**config.mk**
```make
export PLATFORM = sky130hd
export DESIGN_NAME = topk_tracker_flat
export DESIGN_NICKNAME = d
export VERILOG_FILES = /design/src/rtl/topk_pkg.sv /design/src/rtl/topk_tracker_if.sv /design/src/rtl/topk_slice.sv /design/src/rtl/topk_tracker.sv /design/src/flat_wrapper.sv
export SDC_FILE = /design/constraint.sdc
export NUM_CORES = 1
export LEC_CHECK = 0
export ABC_AREA = 1
export CAP_MARGIN = 10
export CORE_AREA = 2 2 170 172
export CTS_CLUSTER_SIZE = 14
export DETAILED_ROUTE_END_ITERATION = 10
export DIE_AREA = 0 0 172 174
export DONT_BUFFER_PORTS = 1
export GPL_ROUTABILITY_DRIVEN = 0
export PLACE_DENSITY = 0.53
export SYNTH_ARGS = -nofsm -noshare
export SYNTH_HDL_FRONTEND = slang
export SYNTH_SLANG_ARGS = --single-unit
```
**constraint.sdc**
```tcl
create_clock -name clk -period 5.1 [get_ports clk]
set_input_delay 1.02 -clock clk [delete_from_list [all_inputs] [get_ports clk]]
set_output_delay 1.02 -clock clk [all_outputs]
set_load 0.05 [all_outputs]
```
**src/rtl/topk_pkg.sv**
```systemverilog
// rtl/topk_pkg.sv - shared constants and width helper for the top-K tracker
package topk_pkg;

  localparam int TOPK_K_MIN           = 2;
  localparam int TOPK_K_MAX           = 64;
  localparam int TOPK_DATA_WIDTH_DEF  = 32;
  localparam int TOPK_K_DEF           = 4;

  function automatic int count_w(input int k);
    return $clog2(k + 1);
  endfunction

endpackage

```
**src/rtl/topk_tracker_if.sv**
```systemverilog
// rtl/topk_tracker_if.sv - sample stream, rank read and status bundle for topk_tracker
interface topk_tracker_if #(
  parameter int DATA_WIDTH = 32,
  parameter int K          = 4
);
  localparam int IDX_W = $clog2(K);
  localparam int CNT_W = $clog2(K + 1);

  logic                  clr;
  logic                  din_valid;
  logic [DATA_WIDTH-1:0] din;
  logic [IDX_W-1:0]      rd_idx;
  logic [DATA_WIDTH-1:0] dout;
  logic                  dout_valid;
  logic [DATA_WIDTH-1:0] dout_2nd;
  logic [CNT_W-1:0]      count;

  modport master (
    output clr, din_valid, din, rd_idx,
    input  dout, dout_valid, dout_2nd, count
  );

  modport slave (
    input  clr, din_valid, din, rd_idx,
    output dout, dout_valid, dout_2nd, count
  );

endinterface

```
**src/rtl/topk_slice.sv**
```systemverilog
// rtl/topk_slice.sv - one rank of the sorted array: compare against din and pick hold/din/upper
module topk_slice #(
  parameter int DATA_WIDTH = 32
) (
  input  logic                  clk,
  input  logic                  resetn,
  input  logic                  clr,
  input  logic                  clr_take,
  input  logic                  ins,
  input  logic [DATA_WIDTH-1:0] din,
  input  logic [DATA_WIDTH-1:0] upper_slot,
  input  logic                  upper_vld,
  input  logic                  upper_gt,
  output logic [DATA_WIDTH-1:0] slot,
  output logic                  vld,
  output logic                  gt,
  output logic                  eq
);

  // Strict compare keeps a new sample behind existing equal values.
  assign gt = !vld || (din > slot);
  assign eq = vld && (din == slot);

  always_ff @(posedge clk or negedge resetn) begin
    if (!resetn) begin
      slot <= '0;
      vld  <= 1'b0;
    end else if (clr) begin
      slot <= clr_take ? din : '0;
      vld  <= clr_take;
    end else if (ins && upper_gt) begin
      slot <= upper_slot;
      vld  <= upper_vld;
    end else if (ins && gt) begin
      slot <= din;
      vld  <= 1'b1;
    end
  end

endmodule

```
**src/rtl/topk_tracker.sv**
```systemverilog
// rtl/topk_tracker.sv - streaming top-K tracker; TOPK_UNIQUE_EN discards samples equal to a held value
module topk_tracker
  import topk_pkg::*;
#(
  parameter int DATA_WIDTH = TOPK_DATA_WIDTH_DEF,
  parameter int K          = TOPK_K_DEF
) (
  input  logic           clk,
  input  logic           resetn,
  topk_tracker_if.slave  bus
);

  localparam int IDX_W = $clog2(K);
  localparam int CNT_W = count_w(K);

  if (K < TOPK_K_MIN || K > TOPK_K_MAX) begin : g_bad_k
    $error("topk_tracker: K out of range");
  end

  logic [DATA_WIDTH-1:0] slot     [K];
  logic [DATA_WIDTH-1:0] up_slot  [K];
  logic [K-1:0]          vld;
  logic [K-1:0]          up_vld;
  logic [K-1:0]          up_gt;
  logic [K-1:0]          gt;
  logic [K-1:0]          eq;
  logic                  dup;
  logic                  ins;
  logic [CNT_W-1:0]      count_q;
  logic [DATA_WIDTH-1:0] rd_data;
  logic                  rd_vld;

`ifdef TOPK_UNIQUE_EN
  assign dup = |eq;
`else
  logic unused_eq;
  assign unused_eq = |eq;
  assign dup       = 1'b0;
`endif

  assign ins = bus.din_valid && !dup;

  for (genvar i = 0; i < K; i++) begin : g_rank
    if (i == 0) begin : g_head
      assign up_slot[i] = '0;
      assign up_vld[i]  = 1'b0;
      assign up_gt[i]   = 1'b0;
    end else begin : g_body
      assign up_slot[i] = slot[i-1];
      assign up_vld[i]  = vld[i-1];
      assign up_gt[i]   = gt[i-1];
    end

    topk_slice #(.DATA_WIDTH(DATA_WIDTH)) u_slice (
      .clk        (clk),
      .resetn     (resetn),
      .clr        (bus.clr),
      .clr_take   ((i == 0) && bus.din_valid),
      .ins        (ins),
      .din        (bus.din),
      .upper_slot (up_slot[i]),
      .upper_vld  (up_vld[i]),
      .upper_gt   (up_gt[i]),
      .slot       (slot[i]),
      .vld        (vld[i]),
      .gt         (gt[i]),
      .eq         (eq[i])
    );
  end

  // gt[K-1] set means the sample found a home somewhere in the array.
  always_ff @(posedge clk or negedge resetn) begin
    if (!resetn) begin
      count_q <= '0;
    end else if (bus.clr) begin
      count_q <= CNT_W'(bus.din_valid);
    end else if (ins && gt[K-1] && (count_q != CNT_W'(K))) begin
      count_q <= count_q + CNT_W'(1);
    end
  end

  always_comb begin
    rd_data = '0;
    rd_vld  = 1'b0;
    for (int i = 0; i < K; i++) begin
      if (bus.rd_idx == IDX_W'(i)) begin
        rd_data = vld[i] ? slot[i] : '0;
        rd_vld  = vld[i];
      end
    end
  end

  assign bus.dout       = rd_data;
  assign bus.dout_valid = rd_vld;
  assign bus.dout_2nd   = vld[1] ? slot[1] : '0;
  assign bus.count      = count_q;

endmodule

```
**src/flat_wrapper.sv**
```systemverilog
// flat-port wrapper written by rule: the top's interface ports become plain ports
module topk_tracker_flat import topk_pkg::*;
#(
  parameter int DATA_WIDTH = TOPK_DATA_WIDTH_DEF,
  parameter int K          = TOPK_K_DEF
)
  (clk, resetn, bus_clr, bus_din_valid, bus_din, bus_rd_idx, bus_dout, bus_dout_valid, bus_dout_2nd, bus_count);
  topk_tracker_if #(.DATA_WIDTH(DATA_WIDTH), .K(K)) bus_i ();
  input  logic clk;
  input  logic resetn;
  input wire logic [$bits(bus_i.clr)-1:0] bus_clr;
  input wire logic [$bits(bus_i.din_valid)-1:0] bus_din_valid;
  input wire logic [$bits(bus_i.din)-1:0] bus_din;
  input wire logic [$bits(bus_i.rd_idx)-1:0] bus_rd_idx;
  output wire logic [$bits(bus_i.dout)-1:0] bus_dout;
  output wire logic [$bits(bus_i.dout_valid)-1:0] bus_dout_valid;
  output wire logic [$bits(bus_i.dout_2nd)-1:0] bus_dout_2nd;
  output wire logic [$bits(bus_i.count)-1:0] bus_count;
  assign bus_i.clr = bus_clr;
  assign bus_i.din_valid = bus_din_valid;
  assign bus_i.din = bus_din;
  assign bus_i.rd_idx = bus_rd_idx;
  assign bus_dout = bus_i.dout;
  assign bus_dout_valid = bus_i.dout_valid;
  assign bus_dout_2nd = bus_i.dout_2nd;
  assign bus_count = bus_i.count;
  topk_tracker #(.DATA_WIDTH(DATA_WIDTH), .K(K)) u_core (.clk(clk), .resetn(resetn), .bus(bus_i));
endmodule
```
==> impl_metrics.py <==
metrics = {
    "status": {
        "outcome": "completed",
    },
    "yosys": {
        "synth_top_area_cell": "dfrtp_1",
        "syn_nets": 1780,
        "synth-async-reset-ratio_pct": 100,
        "synth_ff_type": "dfrtp_1",
        "syn_area_sq_mm": 0.0111,
        "synth_compound_area_share_pct": 11.0,
        "synthTopCellsByArea": "dfrtp_1, nand2_1, ha_1",
        "ys_seq_area_share_pct": 30.5,
        "ys_types": 31,
        "synthSimpleGateAreaFrac_pct": 33.2,
        "synth_mux_area_share_pct": 0,
        "synth_top_family_by_area": "simple AND/OR/NAND/NOR gates",
        "synthAdderAreaFrac_pct": 14.7,
        "synth_top_area_share_pct": 30.5,
        "syn_inst": 1612,
        "yosys_warnings": 0,
        "synth_edf_count": 0,
        "synth_area_per_cell_sq_um": 6.88,
        "synth.ff_latch_count": 135,
        "synthXorXnorAreaFrac_pct": 0.0790,
    },
    "timing": {
        "tns_ps": 0,
        "max_freq_mhz": 271,
        "hold_slack_ps": 284,
        "setup_viol": 0,
        "slew_viol_final": 0,
        "skew_ps": 12.3,
        "tightest_slew_ps": 1100,
        "timing.final.hold_violations": 0,
        "setup_slack_ps": 1410,
        "min_period_ps": 3690,
        "rsz0062_at_grt": "no",
        "slew_headroom_pct": 26.4,
        "period_share_pct": 72.4,
    },
    "clock_tree": {
        "root_buffer": "clkbuf_16",
        "cts.repair.resized": 0,
        "h-tree-depth": 4,
        "numCtsBuffers": 17,
        "clk_path_buf_depth": 2,
        "holdBufCountCts": 0,
        "clk_pin_slew_worst_paths_ps": 60,
        "cts_setup_buffers": 0,
        "cts_sinks": 135,
        "cts_tree": "done",
        "clock_latency_ps": 430,
    },
    "power_and_ir_drop": {
        "vdd_drop_max_uv": 161,
        "leakage_nw": 6.49,
        "power_density_mw_per_mm2": 329,
    },
    "floorplanning": {
        "chipHeight_um": 174,
        "die_w_um": 172,
        "die-area_sq_mm": 0.0299,
        "pin_count": 106,
        "fp.coreArea_sq_mm": 0.0282,
        "start_util_pct": 39.3,
        "rows": 62,
    },
    "drt": {
        "ant_nets": 0,
        "drc": 0,
        "via_per_inst": 5.52,
        "drt_first_iter_violations": 873,
        "vias": 11000,
        "wire_per_inst_um": 20.1,
        "wirelength_um": 40000,
        "dr.pass1.iters": 5,
    },
    "place": {
        "place_inst": 1961,
        "dpl_cell_area_sq_mm": 0.0116,
        "io_buffers": 0,
        "dp_hpwl_um": 25700,
        "dp_slack_ps": 1370,
    },
    "critical_path": {
        "cp.required_ps": 4080,
        "cp_slowest_cell": "dfrtp_1",
        "worst_setup_path_start_kind": "register",
        "path_buf_inv": 3,
        "timing.rr.start": "u_core.g_rank[2].u_slice.slot[7]",
        "crit_family": "buffers and inverters",
        "cp_max_fo": 22,
        "cpPeakStageDelay_ps": 720,
        "crit_type": "register to output pin",
        "end_kind": "output pin",
        "cp_num_cells": 6,
        "r2r_slack_ps": 1850,
        "cp_cell_sequence": "buf_4 -> nand2_1 -> inv_1 -> a22oi_1 -> o221ai_1 -> buf_4",
        "crit_top_cell": "buf_4",
        "arrival_ps": 2670,
        "rr_worst_depth": 11,
        "reg2reg_to": "u_core.g_rank[3].u_slice.slot[26]",
    },
    "finish": {
        "fin_cells": 1992,
        "multi_input_area_sq_mm": 0.00656,
        "fillers": 3012,
        "nNetsFinal": 1764,
        "antenna_cells": 0,
        "final_cell_area_sq_mm": 0.0121,
        "final_layout_size_suffix_gt1_share_pct": 6.16,
        "final-seq-area_sq_mm": 0.00338,
        "area_delta_synth_final_pct": 9.30,
    },
    "grt": {
        "grt_max_degree": 136,
        "overflow": 0,
        "track_usage_pct": 27.0,
        "grt_pass1_wl_um": 62100,
        "antenna_found_initial": 0,
        "grt_pass1_vias": 10800,
    },
    "min_path": {
        "hold_path.class": "input pin to async pin",
    },
    "job": {
        "maxCapViolations": 0,
    },
}
[cell usage after synthesis, types with 2 or more instances]
library cell and instances:
dfrtp_1 135, o21a_1 7, nand2_1 503, nor2_1 40
nor3_1 5, a22oi_1 31, o21ai_1 30, buf_4 11
a31oi_1 3, nand2_2 5, nand3_1 300, buf_1 2
clkbuf_1 41, inv_1 197, a21oi_1 64, inv_2 2
a21o_1 2, nand4_1 8, ha_1 130, a21oi_4 2
a21oi_2 2, o221ai_1 31, buf_2 36, o21ai_0 18
[worst max path at each step]
stage	from	to	slack [ps]
CTS	u_core.g_rank[1].u_slice.vld	bus_dout[22]	1430
detailed placement	bus_din[7]	u_core.g_rank[2].u_slice.slot[25]	1370
global placement	bus_din[7]	u_core.g_rank[2].u_slice.slot[29]	1420
finish	u_core.g_rank[1].u_slice.vld	bus_dout[22]	1410
floorplan	bus_rd_idx[0]	bus_dout[0]	1590
global route	u_core.g_rank[1].u_slice.vld	bus_dout[6]	1330
[kinds of logic after synthesis]
group | after synthesis
AO/OA/AOI/OAI | 192
AND/OR/NAND/NOR | 864
buffers and inverters | 290
adder cells (fa/ha/maj) | 130
flip-flops | 135
XOR/XNOR | 1
[worst register-to-register path, stage by stage (launching register included)]
cell     delay [ps]
dfrtp_1         370
inv_1            70
ha_1            290
nand2_1          70
nor2_1          270
nand4_1         250
nor2_1          210
a21oi_1         140
a21oi_4         510
buf_4           710
nand3_1         180
nand2_1         100
[placed cells by master, fill, tap and decap left out, types with 2 or more instances in the layout]
master / Yosys / final
inv_1: 197 / 196
nand4_1: 8 / 8
a21o_1: 2 / 2
nand3_1: 300 / 299
nand2_2: 5 / 5
dfrtp_1: 135 / 135
nand2_1: 503 / 503
a22oi_1: 31 / 31
ha_1: 130 / 130
nor2_1: 40 / 40
o221ai_1: 31 / 31
clkinv_4: 0 / 2
o21ai_1: 30 / 31
clkbuf_16: 0 / 17
inv_2: 2 / 2
o21ai_0: 18 / 17
nor3_1: 5 / 4
a21oi_4: 2 / 3
clkbuf_8: 0 / 2
clkbuf_1: 41 / 4
buf_4: 11 / 55
o21a_1: 7 / 7
a21oi_1: 64 / 64
clkinv_2: 0 / 5
a31oi_1: 3 / 3
[metal layers]
metal	part of all wire [%]	wire length, um	track usage, %
met1	45	17900	36.3
met4	2.0	797	7.91
met3	6.7	2680	5.17
met2	46	18600	43.9
met5	0	0	0
[final cells by class]
type	count	area share (%)
Multi-Input combinational cell	1187	54.1
Sequential cell	135	27.9
Inverter	200	6.20
Tap cell	384	3.96
Clock buffer	23	3.86
Timing Repair Buffer	55	3.41
Clock inverter	8	0.619
[state kept, by name, summed over array words and instances (netlist names)]
signal                      count
u_core.g_rank.u_slice.vld       4
u_core.g_rank.u_slice.slot    128
u_core.bus.count                3
[power breakdown]
group / switching (mW) / internal, mW / total [mW] / leakage (nW)
Sequential: 0.161 / 1.22 / 1.38 / 1.76
Clock: 0.499 / 0.692 / 1.19 / 0.267
Combinational: 0.994 / 0.425 / 1.42 / 4.46
Total: 1.65 / 2.33 / 3.99 / 6.49
[metrics by stage]
stage | total power, mW | util [%]
finish | 3.99 | 42.9
global route | 4.24 | 42.9
CTS | 4.00 | 42.9
detailed placement | 2.80 | 41.0
global placement | 2.78 | 41.0
floorplan | 2.40 | -
(Power assumes the default switching activity.)
